===== config.mk =====
export PLATFORM = sky130hd
export DESIGN_NAME = updown_counter_mod
export DESIGN_NICKNAME = d
export VERILOG_FILES = /design/src/rtl/counter_pkg.sv /design/src/rtl/counter_next_calc.sv /design/src/rtl/updown_counter_mod.sv
export SDC_FILE = /design/constraint.sdc
export NUM_CORES = 1
export LEC_CHECK = 0
export BUFFER_PORTS_ARGS = -buffer_cell sky130_fd_sc_hd__buf_2
export CORE_MARGIN = 1.5
export CORE_UTILIZATION = 40
export DETAILED_ROUTE_END_ITERATION = 16
export MAX_ROUTING_LAYER = met4
export PLACE_DENSITY = 0.62
export SLEW_MARGIN = 5
export SYNTH_ARGS = -nofsm -noshare
export SYNTH_HDL_FRONTEND = slang
export SYNTH_SLANG_ARGS = --single-unit

===== constraint.sdc =====
create_clock -name clk -period 7.8 [get_ports clk]
set_clock_uncertainty 0.2 [all_clocks]
set_input_delay 1.56 -clock clk [delete_from_list [all_inputs] [get_ports clk]]
set_output_delay 1.56 -clock clk [all_outputs]
set_load 0.02 [all_outputs]

===== src/rtl/counter_pkg.sv =====
// Shared definitions for the up/down counter family: count modes,
// direction encodings and default widths.
package counter_pkg;

    typedef enum logic {
        CNT_WRAP = 1'b0,
        CNT_SAT  = 1'b1
    } cnt_mode_e;

    localparam logic DIR_UP   = 1'b1;
    localparam logic DIR_DOWN = 1'b0;

    localparam int DEFAULT_WIDTH  = 8;
    localparam int DEFAULT_STEP_W = 4;

endpackage


===== src/rtl/counter_next_calc.sv =====
// Combinational next-count calculation for the up/down counter.
// All arithmetic is carried at WIDTH+1 bits so that cnt+s and the wrap
// correction (limit+1) can never overflow silently. The caller guarantees
// s <= limit and cnt <= limit.
module counter_next_calc
    import counter_pkg::*;
#(
    parameter int WIDTH = DEFAULT_WIDTH
) (
    input  logic [WIDTH-1:0] cnt,
    input  logic [WIDTH:0]   s,
    input  logic [WIDTH-1:0] limit,
    input  logic             direction,
    input  logic             sat_mode,
    output logic [WIDTH-1:0] next_val,
    output logic             wrap
);

    logic [WIDTH:0] cnt_x;
    logic [WIDTH:0] lim_x;
    logic [WIDTH:0] modulus;
    logic [WIDTH:0] sum_x;

    // Step up or down, then wrap modulo limit+1 or clamp at the end stops.
    always_comb begin
        cnt_x    = {1'b0, cnt};
        lim_x    = {1'b0, limit};
        modulus  = lim_x + {{WIDTH{1'b0}}, 1'b1};
        sum_x    = cnt_x + s;
        next_val = cnt;
        wrap     = 1'b0;
        if (direction == DIR_UP) begin
            if (sum_x <= lim_x) begin
                next_val = WIDTH'(sum_x);
            end else if (cnt_mode_e'(sat_mode) == CNT_SAT) begin
                next_val = limit;
            end else begin
                next_val = WIDTH'(sum_x - modulus);
                wrap     = 1'b1;
            end
        end else begin
            if (cnt_x >= s) begin
                next_val = WIDTH'(cnt_x - s);
            end else if (cnt_mode_e'(sat_mode) == CNT_SAT) begin
                next_val = '0;
            end else begin
                next_val = WIDTH'(cnt_x + modulus - s);
                wrap     = 1'b1;
            end
        end
    end

endmodule


===== src/rtl/updown_counter_mod.sv =====
// Parametrised up/down counter with programmable limit and step, synchronous
// load, wrap/saturate mode and terminal flags.
// Optional macro COUNTER_PRESCALE_EN adds parameter PRESCALE: a count step
// then happens only on every PRESCALE-th enabled cycle.
// Edge priority: rst, load, out-of-range resync, enabled count, hold.
module updown_counter_mod
    import counter_pkg::*;
#(
    parameter int WIDTH = DEFAULT_WIDTH,
    parameter int STEP_W = DEFAULT_STEP_W,
    // Nominal limit value for integrators; limit itself is always an input.
    parameter logic [WIDTH-1:0] LIMIT_RST = {WIDTH{1'b1}}
`ifdef COUNTER_PRESCALE_EN
    ,
    parameter int PRESCALE = 4
`endif
) (
    input  logic              clk,
    input  logic              rst,
    input  logic              enable,
    input  logic              direction,
    input  logic              load,
    input  logic [WIDTH-1:0]  load_val,
    input  logic [STEP_W-1:0] step,
    input  logic [WIDTH-1:0]  limit,
    input  logic              sat_mode,
    output logic [WIDTH-1:0]  counter_out,
    output logic              wrap_pulse,
    output logic              at_max,
    output logic              at_min
);

    // Wide enough to compare step and limit without truncating either.
    localparam int CW = (STEP_W > WIDTH + 1) ? STEP_W : WIDTH + 1;

    logic [WIDTH-1:0] cnt_q, cnt_d;
    logic             wrap_q, wrap_d;

    logic [CW-1:0]    step_w;
    logic [CW-1:0]    limit_w;
    logic [CW-1:0]    s_w;
    logic [WIDTH:0]   s_eff;
    logic [WIDTH-1:0] calc_next;
    logic             calc_wrap;
    logic             out_of_range;
    logic             tick;

    // Effective step is clamped to the limit so one step never exceeds a modulus.
    always_comb begin
        step_w  = CW'(step);
        limit_w = CW'(limit);
        s_w     = (step_w < limit_w) ? step_w : limit_w;
        s_eff   = s_w[WIDTH:0];
    end

    assign out_of_range = (cnt_q > limit);

    counter_next_calc #(
        .WIDTH(WIDTH)
    ) u_next_calc (
        .cnt      (cnt_q),
        .s        (s_eff),
        .limit    (limit),
        .direction(direction),
        .sat_mode (sat_mode),
        .next_val (calc_next),
        .wrap     (calc_wrap)
    );

`ifdef COUNTER_PRESCALE_EN
    localparam int PS_W = (PRESCALE > 1) ? $clog2(PRESCALE) : 1;

    logic [PS_W-1:0] ps_q, ps_d;

    // Prescaler counts enabled cycles; load restarts it, resync leaves it alone.
    always_comb begin
        tick = (ps_q == PS_W'(PRESCALE - 1));
        ps_d = ps_q;
        if (load) begin
            ps_d = '0;
        end else if (out_of_range) begin
            ps_d = ps_q;
        end else if (enable) begin
            ps_d = tick ? '0 : ps_q + PS_W'(1);
        end
    end

    // Prescaler register.
    always_ff @(posedge clk) begin
        if (!rst) begin
            ps_q <= '0;
        end else begin
            ps_q <= ps_d;
        end
    end
`else
    assign tick = 1'b1;
`endif

    // Edge priority: load, resync to limit, enabled count step, hold.
    always_comb begin
        cnt_d  = cnt_q;
        wrap_d = 1'b0;
        if (load) begin
            cnt_d = (load_val > limit) ? limit : load_val;
        end else if (out_of_range) begin
            cnt_d = limit;
        end else if (enable && tick) begin
            cnt_d  = calc_next;
            wrap_d = calc_wrap;
        end
    end

    // Count and wrap-pulse registers with synchronous active-low reset.
    always_ff @(posedge clk) begin
        if (!rst) begin
            cnt_q  <= '0;
            wrap_q <= 1'b0;
        end else begin
            cnt_q  <= cnt_d;
            wrap_q <= wrap_d;
        end
    end

    assign counter_out = cnt_q;
    assign wrap_pulse  = wrap_q;
    assign at_max      = (cnt_q == limit);
    assign at_min      = (cnt_q == '0);

endmodule


Word level (Yosys, flattened, before mapping)
Cells that the tools add are included.
{"block": "classes", "add_sub_neg": 6, "magnitude_cmp": 5, "n_eq_ne": 1, "muxes": 14, "bitwise": 2, "reduce_logical": 3}
{"cell": "$mux W8", "count": 10}
{"cell": "$sub A8 B8 Y8", "count": 3}
{"cell": "$gt A8 B8 Y1", "count": 2}
{"cell": "$add A8 B8 Y9", "count": 1}
{"cell": "$le A9 B8 Y1", "count": 1}
{"cell": "$add A8 B1 Y8 const B", "count": 1}
{"cell": "$add A8 B8 Y8", "count": 1}
{"cell": "$eq A8 B8 Y1", "count": 1}
{"cell": "$ge A8 B8 Y1", "count": 1}
{"cell": "$logic_not A8 Y1", "count": 1}
{"cell": "$lt A4 B8 Y1", "count": 1}
{"cell": "$mux W1", "count": 4}
{"cell": "$reduce_or A4 Y1", "count": 1}
{"cell": "$reduce_bool A3 Y1", "count": 1}
{"cell": "$not A1 Y1", "count": 2}
{"block": "totals", "regBits": 9, "in_bits": 26, "output_inout_bits": 11, "elab_cells": 33}

Depth between registers and ports, before layout
{"block": "logic_depth", "word_depth": 10, "mapped_depth": 25, "ltp_nobuf": 24}

By module
From an unflattened synthesis, not the netlist that was laid out.
{"block": "unflattened", "cells_unflattened": 395, "hier_area_um2": 3146.8}
{"module": "counter_next_calc", "n_inst": 1, "cells_each": 282, "area_per_inst_um2": 2109.5, "seq_area_each_um2": 0.0}
{"module": "updown_counter_mod", "n_inst": 1, "cells_each": 113, "area_per_inst_um2": 1037.2, "seq_area_each_um2": 180.2}

Least setup slack after synthesis
No wires, ideal clock.
{"block": "synth_timing", "path_kind": "input to register", "from": "input port limit[2]", "to": "register cnt_q[7], in the netlist counter_out[7]", "setup_ns": 0.131, "t_arrival_ns": 5.909, "required_ns": 7.469, "path_slack_ns": 1.560, "stages": 22, "path_buffers": 3, "path_cell_list": "buf_2 inv_1 ha_1 a21o_1 a21oi_1 nor2_1 mux2_2 ha_1 buf_2 and3b_1 a221o_1 nor2_1 xnor2_1 ha_1 a2111oi_0 o31a_1 a22oi_1 a21oi_2 buf_6 o221ai_1 a2111oi_0 nor4_1"}
{"block": "synth_via", "elab_chain_cells": 10, "elab_cells_between_ends": 22, "cone_classes": "6 x add/sub; 5 x order compare; 10 x mux; 1 x reduce/logical"}
{"item": "from (decl)", "line_no": "updown_counter_mod.sv:25", "text": "input logic [WIDTH-1:0] limit,"}
{"item": "$lt A4 B8 Y1", "line_no": "updown_counter_mod.sv:52", "text": "s_w = (step_w < limit_w) ? step_w : limit_w;"}
{"item": "$mux W8", "line_no": "updown_counter_mod.sv:52"}
{"item": "$add A8 B8 Y9", "line_no": "counter_next_calc.sv:29", "text": "sum_x = cnt_x + s;"}
{"item": "$sub A8 B8 Y8", "line_no": "counter_next_calc.sv:38", "text": "next_val = WIDTH'(sum_x - modulus);"}
{"item": "$mux W8", "line_no": "counter_next_calc.sv:35", "text": "end else if (cnt_mode_e'(sat_mode) == CNT_SAT) begin"}
{"item": "$mux W8", "line_no": "counter_next_calc.sv:33", "text": "if (sum_x <= lim_x) begin"}
{"item": "$mux W8", "line_no": "counter_next_calc.sv:32", "text": "if (direction == DIR_UP) begin"}
{"item": "$mux W8", "line_no": "updown_counter_mod.sv:108", "text": "end else if (enable && tick) begin"}
{"item": "$mux W8", "line_no": "updown_counter_mod.sv:106", "text": "end else if (out_of_range) begin"}
{"item": "$mux W8", "line_no": "updown_counter_mod.sv:104", "text": "if (load) begin"}
{"item": "to (signal assigned)", "line_no": "updown_counter_mod.sv:120", "text": "cnt_q <= cnt_d;"}
{"item": "to (decl)", "line_no": "updown_counter_mod.sv:36", "text": "logic [WIDTH-1:0] cnt_q, cnt_d;"}
Parallel ways exist; a longest one is shown, timed or not. The select of a mux whose other input is x is not followed.
A chain may end at the register's enable or synchronous reset.

Worst setup path in the final report
{"block": "layout_timing", "from": "input port limit[1]", "to": "register cnt_q[7], in the netlist counter_out[7]"}
Same word-level chain as after synthesis.

==> flow_metrics.env <==
export IMPL_cts_root_buffer="clkbuf_8"
export IMPL_core_area_mm2=0.00769
export IMPL_p_clk_share_pct=6.4
export IMPL_met2_usage_pct=38.5
export IMPL_power_switching_mw=0.480
export IMPL_synthCells=408
export IMPL_place_congestion=0.963
export IMPL_yosys_cell_types_count=62
export IMPL_crit_path_end_kind="flip-flop"
export IMPL_grt_setup_unrepaired="no"
export IMPL_critPathArrivalTime_ps=6990
export IMPL_grt_overflow=0
export IMPL_globalRouteMet1Util_pct=34.8
export IMPL_start_kind="input pin"
export IMPL_grt_max_degree=20
export IMPL_row_count=32
export IMPL_synth_top_cell_by_area="ha_1"
export IMPL_postRouteWirelength_um=10100
export IMPL_clock_sinks=9
export IMPL_slew_headroom_pct=43.9
export IMPL_utilization_pct=45.4
export IMPL_synthTopCellsByArea="ha_1 (24%), fa_1 (6.3%), xnor2_1 (6.1%), dfxtp_1 (5.7%), inv_1 (4.6%)"
export IMPL_finalHoldViolations=0
export IMPL_setup_violations=0
export IMPL_synth_most_common_cell="ha_1"
export IMPL_clk_path_buf_depth=2
export IMPL_slew_viol_final=0
export IMPL_max_cap_viol_count=0
export IMPL_met3_usage_pct=3.73
export IMPL_yosysSeqAreaShare_pct=5.68
export IMPL_swShare_pct=54.0
export IMPL_ir_drop_mv=0.107
export IMPL_status="completed"
export IMPL_remaining_drc_errors=0
export IMPL_post_drt_wl_per_cell_um=18.5
export IMPL_ys_seq_elements=9
export IMPL_path_class="in -> reg"
export IMPL_p_seq_share_pct=9.5
export IMPL_grt_usage_pct=24.9
export IMPL_synth_edf_count=0
export IMPL_grt_first_pass_wirelength_um=16100
export IMPL_start_util_pct=41.2
export IMPL_vias=3180
export IMPL_cts_made_buffers=3
export IMPL_critPathMaxFanout=13
export IMPL_syn_area_per_cell_um2=7.77
export IMPL_worst_slew_pin_slew_ps=842
export IMPL_antenna_cells=0
export IMPL_internal_power_mw=0.409
export IMPL_ant_nets=0
export IMPL_drt_pass1_iterations=5
export IMPL_drive_gt1_share_pct=12.2
export IMPL_post_route_period_util_pct=90.8
export IMPL_async_flop_share_pct=0
export IMPL_hp_class="reg -> reg"
export IMPL_nNetsFinal=542
export IMPL_p_comb_share_pct=84.1
export IMPL_die_x_um=92.0
export IMPL_period_minus_slack_ps=7080
export IMPL_ios=37
export IMPL_area_delta_synth_final_pct=10.0
export IMPL_cts_resized=0
export IMPL_via_per_inst=5.82
export IMPL_postCtsSetupRepairBufs=0
export IMPL_hpwlAfterDp_um=8200
export IMPL_syn_cell_area_mm2=0.00317
export IMPL_p_per_area_mw_per_mm2=255
export IMPL_p_leak_nw=1.66
export IMPL_clk_latency_ps=240
export IMPL_die_y_um=92.0
export IMPL_synth_top_flop_cell="dfxtp_1"
export IMPL_portBuffers=36
export IMPL_dieArea_mm2=0.00847
export IMPL_busiest_layer="met2"
export IMPL_h_tree_depth=1
export IMPL_fmax_mhz=141
export IMPL_initialDrtViolationCount=232
export IMPL_yosysWarnings=0
export IMPL_finalSetupTns_ps=0
export IMPL_grt_pass1_vias=3007
export IMPL_fill_cells=797
export IMPL_yosys_area_top_type_share_pct=24.1
export IMPL_cts_hold_buffers_added=0
export IMPL_antenna_found_initial=0
export IMPL_tritoncts="built"
export IMPL_cp_data_required_time_ps=7710
export IMPL_synth_cells_most_frequent="ha_1 (61), inv_1 (39), nor2_1 (30), a21oi_1 (23), xnor2_1 (22)"
export IMPL_clk_pin_slew_ps=50
==> registers in the layout (all words and copies together), names as in the netlist <==
name,cells
counter_out,8
wrap_pulse,1
==> per-layer routing <==
layer | part of all wire [%] | up-vias
met5 | 0 | -
met4 | 1.2 | 0
met3 | 7.0 | 14
met2 | 45 | 128
met1 | 47 | 1481
li1 | - | 1557
==> per-stage QoR <==
stage          setup WS [ps]  instances  hold slack (ps)  area [um2]  power [mW]
5_1_grt                  312        546              507        3490       0.976
3_3_place_gp             791        542              484        3440       0.814
2_1_floorplan           1560        417              420        3200       0.656
3_5_place_dp             565        542              491        3440       0.818
6_report                 720        546              483        3490       0.888
4_1_cts                  812        546              489        3490       0.881
==> logic make-up (layout without fill, tap and decap cells) <==
family | count (synthesis) | count (layout) | synth area share [%]
xor gates and xnor gates | 27 | 27 | 7.46
DFF | 9 | 9 | 5.68
buffers and inverters | 52 | 79 | 6.79
muxes | 14 | 14 | 4.66
other | 2 | 11 | 0.237
adders and majority gates | 71 | 71 | 30.4
and+or+nand+nor | 122 | 122 | 19.7
AOI/OAI and AO/OA | 111 | 111 | 25.1
==> critical path: stages <==
cell	delay, ps
buf_2	170
inv_1	170
ha_1	310
o21ai_0	80
nand2b_1	80
a21o_1	100
a21oi_1	50
nor2_1	260
mux2_2	400
ha_1	390
and3b_1	230
a221o_1	380
nor2_1	130
xnor2_1	230
ha_1	350
a2111oi_0	410
o31a_1	190
a22oi_1	100
a21oi_2	580
o221ai_1	270
a2111oi_0	440
nor4_1	90
==> cell type report <==
| type | count | area (um2) | area share [%] |
|---|---|---|---|
| Clock buffer | 4 | 45.0 | 1.29 |
| Inverter | 39 | 146 | 4.20 |
| Multi-Input combinational cell | 356 | 2810 | 80.5 |
| Sequential cell | 9 | 180 | 5.16 |
| Tap cell | 102 | 128 | 3.66 |
| Timing Repair Buffer | 36 | 180 | 5.16 |
==> path summary, 6_finish.rpt <==
kind	from	endpoint	slack (ps)	cells after the start
setup / recovery	limit[1]	counter_out[7]	720	22
hold / removal	counter_out[2]	counter_out[2]	480	2
setup reg to reg	counter_out[4]	counter_out[7]	3120	13
hold reg to reg	counter_out[2]	counter_out[2]	480	2
==> cell usage in the layout (no fill, tap or decap), types with 3 or more instances in the layout <==
master,instances
o211ai_1,3
a21oi_1,23
xnor2_1,22
a21o_1,7
o21ai_0,20
inv_1,39
a211o_1,4
o21bai_1,4
or4_1,3
dfxtp_1,9
fa_1,10
nor2b_1,9
nor3b_1,3
clkbuf_8,3
nand2b_1,8
nand2_1,20
nor3_1,12
and3_1,3
mux2_2,6
conb_1,11
buf_2,36
nand4_1,6
mux2i_1,8
xor2_1,5
o221ai_1,8
or3_1,3
a311oi_1,3
a211oi_1,9
nor2_1,30
nand3_1,16
ha_1,61
==> power by group through the flow <==
stage	combinational (mW)	sequential (mW)	clock [mW]
after floorplan	0.571	0.0847	0
after global placement	0.728	0.0860	0
after detailed placement	0.732	0.0860	0
after CTS	0.738	0.0849	0.0576
after global routing	0.830	0.0866	0.0594
final	0.747	0.0846	0.0565
No activity file was read; power rests on OpenSTA's default activity.
